`config.mk`:
```
export PLATFORM = sky130hd
export DESIGN_NAME = instruction_fetch
export DESIGN_NICKNAME = d
export VERILOG_FILES = /design/src/rtl/fetch_pkg.sv /design/src/rtl/fetch_fifo.sv /design/src/rtl/instruction_fetch.sv
export SDC_FILE = /design/constraint.sdc
export NUM_CORES = 1
export LEC_CHECK = 0
export BUFFER_PORTS_ARGS = -buffer_cell sky130_fd_sc_hd__buf_4
export CORE_AREA = 10 10 89 130
export CTS_CLUSTER_SIZE = 20
export DETAILED_ROUTE_END_ITERATION = 10
export DIE_AREA = 0 0 99 140
export PLACE_DENSITY = 0.9
export REMOVE_ABC_BUFFERS = 1
export SYNTH_ARGS = -nofsm -noshare
export SYNTH_HDL_FRONTEND = slang
export SYNTH_HIERARCHICAL = 1
export SYNTH_SLANG_ARGS = --single-unit
```
`constraint.sdc`:
```
create_clock -name clk -period 4.3 [get_ports clk]
set_input_delay 0.86 -clock clk [delete_from_list [all_inputs] [get_ports clk]]
set_output_delay 0.86 -clock clk [all_outputs]
set_load 0.01 [all_outputs]
```
`src/rtl/fetch_pkg.sv`:
```
// -----------------------------------------------------------------------------
// fetch_pkg
// Shared definitions for the instruction fetch stage.
//   INSTR_W        : instruction word width (32-bit MIPS words)
//   FETCH_ADDR_W   : default byte-address width of the instruction memory
//   FETCH_RESET_PC : default first fetch address after reset (word-aligned)
//   FIFO_DEPTH     : number of {pc, instr} entries buffered toward decode
//   fetch_entry_t  : one buffered instruction with the address it came from
// -----------------------------------------------------------------------------
package fetch_pkg;

  localparam int INSTR_W      = 32;
  localparam int FETCH_ADDR_W = 8;
  localparam int FIFO_DEPTH   = 2;

  localparam logic [FETCH_ADDR_W-1:0] FETCH_RESET_PC = '0;

  typedef struct packed {
    logic [FETCH_ADDR_W-1:0] pc;
    logic [INSTR_W-1:0]      instr;
  } fetch_entry_t;

endpackage : fetch_pkg

```
`src/rtl/fetch_fifo.sv`:
```
// -----------------------------------------------------------------------------
// fetch_fifo
// Two-entry first-word-fall-through buffer between the instruction memory
// response and the decode handshake. Push and pop may happen in the same
// cycle; flush empties the buffer and takes priority over a push.
//
// Ports
//   clk       : clock, rising edge
//   reset     : asynchronous active-high reset
//   push      : write push_data this cycle
//   push_data : entry to store
//   pop       : consumer takes the head entry this cycle
//   flush     : discard every stored entry (and any push this cycle)
//   head      : oldest stored entry (meaningful only while count != 0)
//   count     : number of stored entries, 0..2
// -----------------------------------------------------------------------------
module fetch_fifo
  import fetch_pkg::*;
#(
  parameter type entry_t = fetch_entry_t
) (
  input  logic       clk,
  input  logic       reset,
  input  logic       push,
  input  entry_t     push_data,
  input  logic       pop,
  input  logic       flush,
  output entry_t     head,
  output logic [1:0] count
);

  localparam logic [1:0] FULL_COUNT = 2'(FIFO_DEPTH);

  logic       wr_ptr_reg;
  logic       rd_ptr_reg;
  logic [1:0] count_reg;
  logic       do_push;
  logic       do_pop;

  // A pop on an empty buffer is ignored; a push into a full buffer is only
  // legal when the head leaves in the same cycle.
  assign do_pop  = pop && !flush && (count_reg != 2'd0);
  assign do_push = push && !flush && ((count_reg != FULL_COUNT) || do_pop);

  // Storage: one register per slot, written when the write pointer selects it.
  for (genvar gi = 0; gi < FIFO_DEPTH; gi++) begin : g_slot
    entry_t data_reg;

    always_ff @(posedge clk or posedge reset) begin
      if (reset) begin
        data_reg <= '0;
      end else if (do_push && (wr_ptr_reg == 1'(gi))) begin
        data_reg <= push_data;
      end
    end
  end

  always_ff @(posedge clk or posedge reset) begin
    if (reset) begin
      wr_ptr_reg <= 1'b0;
      rd_ptr_reg <= 1'b0;
      count_reg  <= 2'd0;
    end else if (flush) begin
      wr_ptr_reg <= 1'b0;
      rd_ptr_reg <= 1'b0;
      count_reg  <= 2'd0;
    end else begin
      if (do_push) begin
        wr_ptr_reg <= ~wr_ptr_reg;
      end
      if (do_pop) begin
        rd_ptr_reg <= ~rd_ptr_reg;
      end
      count_reg <= count_reg + 2'(do_push) - 2'(do_pop);
    end
  end

  assign head  = rd_ptr_reg ? g_slot[1].data_reg : g_slot[0].data_reg;
  assign count = count_reg;

  // The upstream request rule must never let a response arrive into a full
  // buffer that is not draining this cycle.
  a_no_overflow : assert property (
    @(posedge clk) disable iff (reset)
      !(push && !flush && (count_reg == FULL_COUNT) && !(pop && (count_reg != 2'd0)))
  );

endmodule : fetch_fifo

```
`src/rtl/instruction_fetch.sv`:
```
// -----------------------------------------------------------------------------
// instruction_fetch
// Fetch stage of the MIPS core. Owns the program counter, issues word reads
// to a byte-addressed instruction memory with one cycle of read latency and
// hands big-endian instructions plus their PC to decode over valid/ready.
// A 2-entry buffer absorbs decode back-pressure while sustaining one
// instruction per cycle. Branch/jump redirects override sequential fetch.
//
// Ports
//   clk            : clock, rising edge
//   reset          : asynchronous active-high reset
//   imem_req       : instruction memory read request this cycle
//   imem_addr      : word-aligned byte address of the request
//   imem_rdata     : read data, valid the cycle after imem_req (big-endian)
//   redirect_valid : taken branch/jump; new stream starts at redirect_pc
//   redirect_pc    : redirect target, low two bits ignored
//   if_valid       : if_instr / if_pc / if_pc_plus4 are valid
//   if_ready       : decode accepts the presented instruction
//   if_instr       : instruction word
//   if_pc          : address of if_instr
//   if_pc_plus4    : if_pc + 4, wrapping at the address width
// -----------------------------------------------------------------------------
module instruction_fetch
  import fetch_pkg::*;
#(
  parameter int                ADDR_W   = FETCH_ADDR_W,
  parameter logic [ADDR_W-1:0] RESET_PC = FETCH_RESET_PC
) (
  input  logic               clk,
  input  logic               reset,
  output logic               imem_req,
  output logic [ADDR_W-1:0]  imem_addr,
  input  logic [INSTR_W-1:0] imem_rdata,
  input  logic               redirect_valid,
  input  logic [ADDR_W-1:0]  redirect_pc,
  output logic               if_valid,
  input  logic               if_ready,
  output logic [INSTR_W-1:0] if_instr,
  output logic [ADDR_W-1:0]  if_pc,
  output logic [ADDR_W-1:0]  if_pc_plus4
);

  typedef struct packed {
    logic [ADDR_W-1:0]  pc;
    logic [INSTR_W-1:0] instr;
  } entry_t;

  localparam logic [ADDR_W-1:0] ALIGN_MASK = {{(ADDR_W-2){1'b1}}, 2'b00};
  localparam logic [ADDR_W-1:0] WORD_BYTES = ADDR_W'(4);

  logic [ADDR_W-1:0] fetch_pc_reg;
  logic [ADDR_W-1:0] fetch_pc_next;
  logic              run_reg;
  logic              inflight_reg;
  logic [ADDR_W-1:0] inflight_pc_reg;

  logic              pop;
  logic              push;
  entry_t            push_entry;
  entry_t            head;
  logic [1:0]        count;
  logic [2:0]        occupancy;

  // ---------------------------------------------------------------------------
  // Request rule: entries already buffered plus the response still in flight,
  // minus the one decode takes this cycle, must leave room for one more.
  // ---------------------------------------------------------------------------
  assign pop       = if_valid && if_ready;
  assign occupancy = {1'b0, count} + {2'b00, inflight_reg} - {2'b00, pop};
  assign imem_req  = run_reg && !redirect_valid && (occupancy < 3'd2);
  assign imem_addr = fetch_pc_reg;

  // A response landing in a redirect cycle belongs to the abandoned stream.
  assign push             = inflight_reg && !redirect_valid;
  assign push_entry.pc    = inflight_pc_reg;
  assign push_entry.instr = imem_rdata;

  always_comb begin
    fetch_pc_next = fetch_pc_reg;
    if (redirect_valid) begin
      fetch_pc_next = redirect_pc & ALIGN_MASK;
    end else if (imem_req) begin
      fetch_pc_next = fetch_pc_reg + WORD_BYTES;
    end
  end

  // run_reg holds fetch off for the first edge after reset release so the
  // first request appears one cycle after that edge.
  always_ff @(posedge clk or posedge reset) begin
    if (reset) begin
      fetch_pc_reg    <= RESET_PC;
      run_reg         <= 1'b0;
      inflight_reg    <= 1'b0;
      inflight_pc_reg <= '0;
    end else begin
      fetch_pc_reg <= fetch_pc_next;
      run_reg      <= 1'b1;
      inflight_reg <= imem_req;
      if (imem_req) begin
        inflight_pc_reg <= fetch_pc_reg;
      end
    end
  end

  fetch_fifo #(
    .entry_t (entry_t)
  ) u_fetch_fifo (
    .clk       (clk),
    .reset     (reset),
    .push      (push),
    .push_data (push_entry),
    .pop       (pop),
    .flush     (redirect_valid),
    .head      (head),
    .count     (count)
  );

  // Outputs read as zero whenever nothing is presented, so stale buffer
  // contents never leak toward decode.
  assign if_valid    = (count != 2'd0);
  assign if_instr    = if_valid ? head.instr : '0;
  assign if_pc       = if_valid ? head.pc : '0;
  assign if_pc_plus4 = if_valid ? (head.pc + WORD_BYTES) : '0;

endmodule : instruction_fetch

```
### Yosys cells after proc, flatten, opt, wreduce, memory -nomap -nowiden

Index checks and enable logic that the tools add are counted.

* reduce and logical (&&, ||, !) cells: 16
* add/subtract/negate cells: 6
* bitwise operators: 2
* muxes and demuxes: 11
* order comparisons: 1
* equal/unequal tests: 1

Operators by type and width (count)
* $mux 40: 1
* $mux 32: 1
* $mux 8: 4
* $add 8x3->8 const B: 2
* $logic_and 1x1->1: 10
* $reduce_bool 2->1: 4
* $mux 1: 4
* $add 2x1->3: 1
* $lt 3x2->1 const B: 1
* $sub 3x1->3: 1
* $add 2x1->2: 1
* $mux 2: 1
* $ne 2x2->1 const B: 1
* $not 1->1: 2
* $sub 2x1->2: 1
* $logic_not 1->1: 1
* $logic_or 1x1->1: 1

* word-level logic and storage cells: 48
* register bits after elaboration: 102
* output and inout port bits: 58

### Depth between registers and ports, before layout

Gate-level depths: netlist of run 1.

* depth after elaboration: 9
* depth in mapped cells: 11
* gate-level depth less buffers: 10

### By module

Netlist of run 1, hierarchy kept.

Modules (own cells, without submodules)
* fetch_fifo: cells each 237, sequential area each 2102.0 sq um, times used 1, area an instance 3871.2 sq um
* instruction_fetch: cells each 138, sequential area each 350.3 sq um, times used 1, area an instance 1109.8 sq um

### Least setup slack after synthesis of run 1

OpenSTA, ideal clock, no wires.

* path kind: input to output
* from: input if_ready
* to: output imem_req
* stages on the path: 7
* arrival: 2.562 ns
* data required time: 3.440 ns
* setup slack: 0.878 ns
* path through: nor2b_1 ha_1 nand2b_1 fa_1 xor2_1 or3_4 inv_2

* word-level cells in the longest chain between the ends: 4

RTL lines
* start: declaration: line instruction_fetch.sv:37 `input logic if_ready,`
* $logic_and 1x1->1: line instruction_fetch.sv:68 `assign pop = if_valid && if_ready;`
* $sub 3x1->3: line instruction_fetch.sv:69 `assign occupancy = {1'b0, count} + {2'b00, inflight_reg} - {2'b00, pop};`
* $lt 3x2->1: line instruction_fetch.sv:70 `assign imem_req = run_reg && !redirect_valid && (occupancy < 3'd2);`
* $logic_and 1x1->1: line instruction_fetch.sv:70
* end: declaration: line instruction_fetch.sv:31 `output logic imem_req,`

Every way passes these cells.

### Worst setup path in the final report of run 1

* from: input if_ready
* to: output imem_req

* word-level cells in the longest chain between the ends: 4

RTL lines
* $logic_and 1x1->1: line instruction_fetch.sv:68
* named net pop: line instruction_fetch.sv:57 `logic pop;`
* $sub 3x1->3: line instruction_fetch.sv:69
* $lt 3x2->1: line instruction_fetch.sv:70
* $logic_and 1x1->1: line instruction_fetch.sv:70

The timed path passes the listed nets, and every way through them passes these cells.

==> PnR_summary.wiki, run 1 <==
{| class="wikitable"
! Metric !! Value
|-
| Run status || completed
|-
| Clock transition at path regs || roughly 0.060 ns
|-
| Mux cell area share after synthesis || a little over 30%
|-
| Post-Synth Simple-Gate Area || 10.2%
|-
| Worst Max-Slew Pin Slew || between 1 and 1.5 ns
|-
| Die width || ~99 microns
|-
| Int Pwr || around 2 mW
|-
| Wire length of the first global-routing pass || between 15000 and 20000 microns
|-
| Cell Rows || 43
|-
| Total number of nets in the final design || ~520
|-
| Remaining routing DRC violations || 0
|-
| Max-slew violation count || 0
|-
| Clock tree from TritonCTS || done
|-
| Fraction of power consumed by the clock network || between 30% and 40%
|-
| Required time worst endpoint || ~3.4 ns
|-
| Critical Path Slowest Stage Cell || sky130_fd_sc_hd__or3_4
|-
| Sequential share of power || between 40% and 50%
|-
| Antenna Diode Count || 0
|-
| Max stage delay on crit path || a little under 0.5 ns
|-
| Final Wtd Congestion || 0.791
|-
| Flip-flop and latch count after synthesis || between 90 and 100
|-
| Number of distinct library cell variants in the gate-level netlist after synthesis || 34
|-
| GRT Overall Usage || 16.1%
|-
| Leak || just over 3 nW
|-
| Compound-gate portion of the synthesized area || 2.21%
|-
| Worst setup path category || in -> out
|-
| Crit-path most repeated cell || sky130_fd_sc_hd__buf_4
|-
| Overflow left after global routing || 0
|-
| Data arrival time of the worst path || 3.02 ns
|-
| Comb pwr share || between 20% and 30%
|-
| Detail-routed via count per cell || 5.34
|-
| Area of the die || between 10000 and 15000 sq um
|-
| Seq. cell area || roughly 2500 sq um
|-
| Adder-Cell Fraction of Synth Area || 1.66%
|-
| Critical path peak fanout || 12
|-
| Final setup fails || 0
|-
| CTS buffer count || 9
|-
| Pwr per Cell Area || approximately 440 nW/um^2
|-
| Clock latency of the later-clocked register in the worst-skew pair || roughly 0.34 ns
|-
| Growth of design area from synthesis to finish || 21.5%
|-
| Synthesized instance count || 375
|-
| Synthesis warning total || 6
|-
| Final HPWL DP || around 7500 microns
|-
| Power spent charging and discharging nets || around 650 uW
|-
| Max reg flops || 80
|-
| Nature of the critical path endpoint || output port
|-
| Worst hold path type || reg -> reg
|-
| Cell-by-cell listing of the critical path || buf_4, nor2b_1, ha_1, nand2b_1, fa_1, xor2_1, or3_4, inv_2, buf_4
|-
| Post-synth top area cell || sky130_fd_sc_hd__dfrtp_1
|-
| Netlist area before placement || 4980 sq um
|-
| Worst relative slew slack || slightly below 30%
|-
| Count of hold buffers inserted by post-cts repair || 0
|-
| Launching element type of the critical path || primary input
|-
| Clock period minus final worst setup slack || 3.88 ns
|-
| Placed cells || 569
|-
| Cells resized by post-CTS repair || 0
|-
| Proportion of netlist area held by the largest area contributor || between 40% and 50%
|-
| Fraction of layout cells with a size suffix above 1 || between 50% and 60%
|-
| Clock tree buffer depth || 2
|-
| Maximum vdd drop || slightly above 300 uV
|-
| Count of buffers inserted at the top-level ports || 97
|-
| Pin count of the biggest net entering global routing || 64
|-
| Wirelength per Cell || ~19 microns
|-
| Number of antenna-violating nets in the routed design || 0
|-
| Total Wirelength || around 11000 microns
|-
| Switching portion of total power || about a quarter
|-
| Combinational family with the most area after synthesis || multiplexers
|-
| Mean cell area of the mapped netlist || roughly 13 sq um
|-
| Starting density of the core || roughly 54%
|-
| Final critical-path share of the clock period || 90.2%
|-
| Filler cell count || about 670
|-
| Sinks on the clock net || between 90 and 100
|-
| Number of antenna violations at the first check in global routing || 0
|-
| Number of max-cap violations || 0
|-
| Number of non-filler instances in the completed layout || between 500 and 600
|-
| Number of vias after detailed routing || roughly 3100
|-
| Die Span Y || between 100 and 150 microns
|-
| Initial DRT Pass Iterations || 4
|-
| Setup skew after layout || a little over 0.006 ns
|-
| Floorplan Core Area || 9200 sq um
|-
| Placed inst area || around 5700 sq um
|-
| Sequential share of the synthesized area || 49.2%
|-
| Total buffers and inverters traversed by the critical path || 3
|-
| Core Util, Final || between 60 and 70%
|-
| Via count of the first global-routing pass || between 3000 and 4000
|-
| Xor and xnor fraction of the mapped netlist area || 1.58%
|-
| CTS Root Buffer Type || sky130_fd_sc_hd__clkbuf_16
|-
| Largest delay contributor family on the critical path || simple AND/OR/NAND/NOR gates
|-
| Area occupied by multi-input gates || about 2300 sq um
|-
| Unrepaired setup endpoints after global routing || false
|-
| Ranking of synthesized cells by area || sky130_fd_sc_hd__dfrtp_1 (49%), sky130_fd_sc_hd__mux2_2 (18%), sky130_fd_sc_hd__mux2_4 (12%)
|-
| Fmax || 0.258 GHz
|-
| Final Cell Area || between 6000 and 7000 sq um
|-
| Top-level I/O count || 102
|-
| Count of H-tree levels built during CTS || 3
|-
| DRT iter0 DRCs || roughly 140
|-
| Final Hold Violating Endpoints || 0
|-
| Number of buffers inserted by post-CTS setup repair || 0
|}
layout make-up:
cell class	instances	area share [%]
Tap cell	112	2.32
Sequential cell	98	40.6
Timing Repair Buffer	102	12.7
Clock buffer	9	3.72
Inverter	8	0.517
Multi-Input combinational cell	249	38.6
Clock inverter	7	1.63
worst register-to-register path: stages, from the launching register on:
cell and delay, ns:
sky130_fd_sc_hd__dfrtp_1 0.50, sky130_fd_sc_hd__nor2_4 0.05, sky130_fd_sc_hd__nor2b_1 0.22, sky130_fd_sc_hd__ha_1 0.28
sky130_fd_sc_hd__nand2b_1 0.16, sky130_fd_sc_hd__fa_1 0.38, sky130_fd_sc_hd__xor2_1 0.22, sky130_fd_sc_hd__or3_4 0.49
sky130_fd_sc_hd__inv_2 0.18, sky130_fd_sc_hd__xnor2_1 0.15, sky130_fd_sc_hd__o21ai_1 0.07
power groups by stage:
stage	Clock, mW	Combinational, mW	Sequential [mW]
detailed placement	0	0.568	1.23
floorplan	0	0.434	1.19
finish	0.863	0.569	1.22
global route	0.935	0.620	1.24
CTS	0.885	0.576	1.22
global placement	0	0.547	1.21
path summary, 6_finish.rpt:
path,startpoint,end,slack (ns),cells past startpoint
max in group asynchronous,reset,u_fetch_fifo/rd_ptr_reg,2.65,3
min reg2reg,u_fetch_fifo/g_slot[1].data_reg[6],u_fetch_fifo/g_slot[1].data_reg[6],0.51,1
max reg2reg,u_fetch_fifo/count[1],imem_addr[2],1.50,10
min,u_fetch_fifo/g_slot[1].data_reg[6],u_fetch_fifo/g_slot[1].data_reg[6],0.51,1
min in group asynchronous,reset,run_reg,0.57,2
max,if_ready,imem_req,0.42,9
synth_stat cells (all sizes together):
cell      n
inv       8
nor2b    44
nand2b    2
o21ai     2
or4b      1
mux2i     1
nor2     10
or3       1
buf      15
and3      1
a22oi     1
fa        1
nand3     6
nand2    27
mux2    120
xor2      5
ha        5
clkbuf   10
dfrtp    98
or3b      1
nor3      1
xnor2     4
nor3b     1
conb      2
o311ai    8
metrics by stage:
step | setup WS [ns] | hold WS (ns) | TNS [ns] | total power [mW]
final | 0.422 | 0.505 | 0 | 2.65
after global routing | 0.254 | 0.517 | 0 | 2.80
after CTS | 0.421 | 0.509 | 0 | 2.68
after detailed placement | 0.430 | 0.490 | 0 | 1.80
after global placement | 0.464 | 0.477 | 0 | 1.76
after floorplan | -0.403 | 0.462 | -15.87 | 1.63
cell families (layout without fill, tap and decap cells):
| logic type | count (synthesis) | in the layout |
|---|---|---|
| AND/OR/NAND/NOR | 95 | 95 |
| AO/OA/AOI/OAI | 11 | 11 |
| other | 2 | 7 |
| flip-flops | 98 | 98 |
| adder cells (fa/ha/maj) | 6 | 6 |
| buffers and inverters | 33 | 126 |
| multiplexers | 121 | 121 |
| XOR/XNOR | 9 | 9 |
cell usage in the layout, fill, tap and decap left out, drive strengths merged, types with 2 or more instances in the layout:
master / count
nand2b: 2
nand3: 6
clkbuf: 9
o311ai: 8
dfrtp: 98
clkinv: 2
buf: 102
mux2: 120
xor2: 5
conb: 7
nor2b: 44
nor2: 10
bufinv: 2
xnor2: 4
o21ai: 2
inv: 10
ha: 5
nand2: 27
routing by layer:
layer	GRT usage, %	routed length [microns]	up-vias	part of all wire, %
li1	-	-	1464	-
met1	18.1	4270	1576	39
met2	27.8	5980	70	55
met3	4.09	452	15	4.1
met4	7.49	213	0	2.0
met5	0	0	-	0
No activity file was read; power rests on OpenSTA's default activity.
==> run 2: changes to the inputs <==
--- a/config.mk
+++ b/config.mk
@@ -10,7 +10,7 @@
 export CTS_CLUSTER_SIZE = 20
 export DETAILED_ROUTE_END_ITERATION = 10
 export DIE_AREA = 0 0 99 140
-export PLACE_DENSITY = 0.9
+export PLACE_DENSITY_LB_ADDON = 0.25
 export REMOVE_ABC_BUFFERS = 1
 export SYNTH_ARGS = -nofsm -noshare
 export SYNTH_HDL_FRONTEND = slang
==> PnR_summary.wiki, run 2 (synthesis gave the netlist of run 1 again) <==
{| class="wikitable"
! Metric !! Value
|-
| Final Cell Area || 5990 sq um (-0.97%)
|-
| Top library cells by usage in the layout, fill and taps aside || sky130_fd_sc_hd__buf_4 (101), sky130_fd_sc_hd__dfrtp_1 (97), sky130_fd_sc_hd__mux2_2 (80), sky130_fd_sc_hd__nor2b_1 (44), sky130_fd_sc_hd__mux2_4 (40)
|-
| Nature of the critical path endpoint || output port
|-
| Antenna Diode Count || 0 (unchanged)
|-
| Placed cells || 568 (-0.18%)
|-
| Number of vias after detailed routing || 3075 (-1.6%)
|-
| Die Span Y || 140 microns (unchanged)
|-
| Wirelength per Cell || 17.9 microns (-3.9%)
|-
| Max reg flops || 80 (unchanged)
|-
| Cell Rows || 43 (unchanged)
|-
| Detail-routed via count per cell || 5.27 (-1.3%)
|-
| Required time worst endpoint || 3.44 ns (about the same)
|-
| Clock tree buffer depth || 2 (unchanged)
|-
| Die width || 99 microns (unchanged)
|-
| Pwr per Cell Area || 418 nW/um^2 (-4.4%)
|-
| RR Startpoint || u_fetch_fifo/count[1]
|-
| Remaining routing DRC violations || 0 (unchanged)
|-
| DRT iter0 DRCs || 141 (-0.70%)
|-
| CTS Root Buffer Type || sky130_fd_sc_hd__clkbuf_16
|-
| Number of antenna-violating nets in the routed design || 0 (unchanged)
|-
| Via count of the first global-routing pass || 3373 (-3.9%)
|-
| Placed inst area || 5720 sq um (-0.13%)
|-
| Most common library cell in the layout ignoring fill and taps || sky130_fd_sc_hd__buf_4
|-
| Clock tree from TritonCTS || done
|-
| Overflow left after global routing || 0 (unchanged)
|-
| Initial DRT Pass Iterations || 4 (unchanged)
|-
| Clock latency of the later-clocked register in the worst-skew pair || 0.34 ns (about the same)
|-
| Setup skew after layout || 0.00487 ns (-0.00124 ns)
|-
| CTS buffer count || 9 (unchanged)
|-
| Cells resized by post-CTS repair || 0 (unchanged)
|-
| Final critical-path share of the clock period || 90.9% (+0.74 points)
|-
| Growth of design area from synthesis to finish || 20.3%
|-
| Critical path peak fanout || 12 (unchanged)
|-
| Max-slew violation count || 0 (unchanged)
|-
| Data arrival time of the worst path || 3.05 ns (+0.03 ns)
|-
| Maximum vdd drop || 236 uV (-22%)
|-
| Worst setup path category || in -> out
|-
| R2R Path End || imem_addr[2]
|-
| Clock transition at path regs || 0.06 ns (about the same)
|-
| Fraction of layout cells with a size suffix above 1 || 52.2% (-0.62 points)
|-
| Floorplan Core Area || 9200 sq um (unchanged)
|-
| Worst hold path type || reg -> reg
|-
| Number of max-cap violations || 0 (unchanged)
|-
| Run status || completed
|-
| Final Hold Violating Endpoints || 0 (unchanged)
|-
| Count of buffers inserted at the top-level ports || 97 (unchanged)
|-
| Number of non-filler instances in the completed layout || 583 (-0.34%)
|-
| Clock period minus final worst setup slack || 3.91 ns (+0.0320 ns)
|-
| Fmax || 0.256 GHz (-0.82%)
|-
| Number of antenna violations at the first check in global routing || 0 (unchanged)
|-
| Number of cell instances on the worst register-to-register path || 10 (unchanged)
|-
| Total number of nets in the final design || 517 (-0.19%)
|-
| Unrepaired setup endpoints after global routing || false
|-
| Worst setup endpoint || imem_req
|-
| Sinks on the clock net || 98 (unchanged)
|-
| Leak || 3.00 nW (-1.0%)
|-
| Count of H-tree levels built during CTS || 3 (unchanged)
|-
| Total Wirelength || 10500 microns (-4.2%)
|-
| Final Wtd Congestion || 0.816 (+3.2%)
|-
| Worst relative slew slack || 29.9% (+0.54 points)
|-
| Crit path launch || if_ready
|-
| Worst Max-Slew Pin Slew || 1.05 ns (-0.00814 ns)
|-
| Count of hold buffers inserted by post-cts repair || 0 (unchanged)
|-
| Pin count of the biggest net entering global routing || 64 (unchanged)
|-
| Final HPWL DP || 7220 microns (-4.3%)
|-
| Final setup fails || 0 (unchanged)
|-
| Area of the die || 13900 sq um (unchanged)
|-
| Top-level I/O count || 102 (unchanged)
|-
| GRT Overall Usage || 15.4% (-0.75 points)
|-
| Worst R2R Setup Slack || 1.44 ns (-0.06 ns)
|-
| Wire length of the first global-routing pass || 17300 microns (-5.2%)
|-
| Starting density of the core || 54.1% (unchanged)
|-
| Launching element type of the critical path || primary input
|-
| Number of buffers inserted by post-CTS setup repair || 0 (unchanged)
|}
-- run 2: cell count changes in the layout (fill, tap and decap cells not counted), sizes merged --
cell    previous run  this run
clkbuf             9        13
bufinv             2         0
buf              102       101
inv               10         7
-- run 2: layout make-up --
class	count	area, sq um
sequential	98	2450
tap	112	140
inverter	8	31.3
multi-input combinational	249	2340
clock buffer	13	260
timing repair buffer	101	758
clock inverter	2	12.5
fill	705	3210
-- run 2: critical path, stage by stage --
cell and delay, ns:
sky130_fd_sc_hd__buf_4 0.07, sky130_fd_sc_hd__nor2b_1 0.23, sky130_fd_sc_hd__ha_1 0.27, sky130_fd_sc_hd__nand2b_1 0.15, sky130_fd_sc_hd__fa_1 0.39, sky130_fd_sc_hd__xor2_1 0.23
sky130_fd_sc_hd__or3_4 0.50, sky130_fd_sc_hd__inv_2 0.20, sky130_fd_sc_hd__buf_4 0.16
-- run 2: metrics by stage --
step | hold slack, ns | setup TNS, ns | setup WS [ns] | total power, mW | util (%)
after floorplan | 0.462 | -15.87 | -0.403 | 1.63 | -
after global placement | 0.480 | 0 | 0.435 | 1.76 | 62.2
after detailed placement | 0.490 | 0 | 0.376 | 1.79 | 62.2
after CTS | 0.506 | 0 | 0.361 | 2.54 | 65.1
after global routing | 0.519 | 0 | 0.243 | 2.65 | 65.1
final | 0.503 | 0 | 0.390 | 2.51 | 65.1
-- run 2: worst min-delay path by stage --
stage	from	endpoint	cells after the start
6_report	u_fetch_fifo/g_slot[1].data_reg[33]	u_fetch_fifo/g_slot[1].data_reg[33]	1
5_1_grt	u_fetch_fifo/g_slot[1].data_reg[21]	u_fetch_fifo/g_slot[1].data_reg[21]	1
4_1_cts	inflight_pc_reg[2]	inflight_pc_reg[2]	2
3_5_place_dp	u_fetch_fifo/g_slot[1].data_reg[15]	u_fetch_fifo/g_slot[1].data_reg[15]	1
3_3_place_gp	inflight_pc_reg[4]	inflight_pc_reg[4]	2
2_1_floorplan	inflight_pc_reg[2]	inflight_pc_reg[2]	2
-- run 2: layer usage --
metal	part of all wire (%)	routed length, microns	global-route usage (%)	vias up
li1	-	-	-	1451
met1	39	4120	17.6	1538
met2	54	5640	26.1	72
met3	5.4	561	4.87	14
met4	1.2	130	5.45	0
met5	0	0	0	-
-- run 2: report_power, final --
group	switching (mW)	internal, mW
combinational	0.184	0.377
clock	0.313	0.420
sequential	0.108	1.10
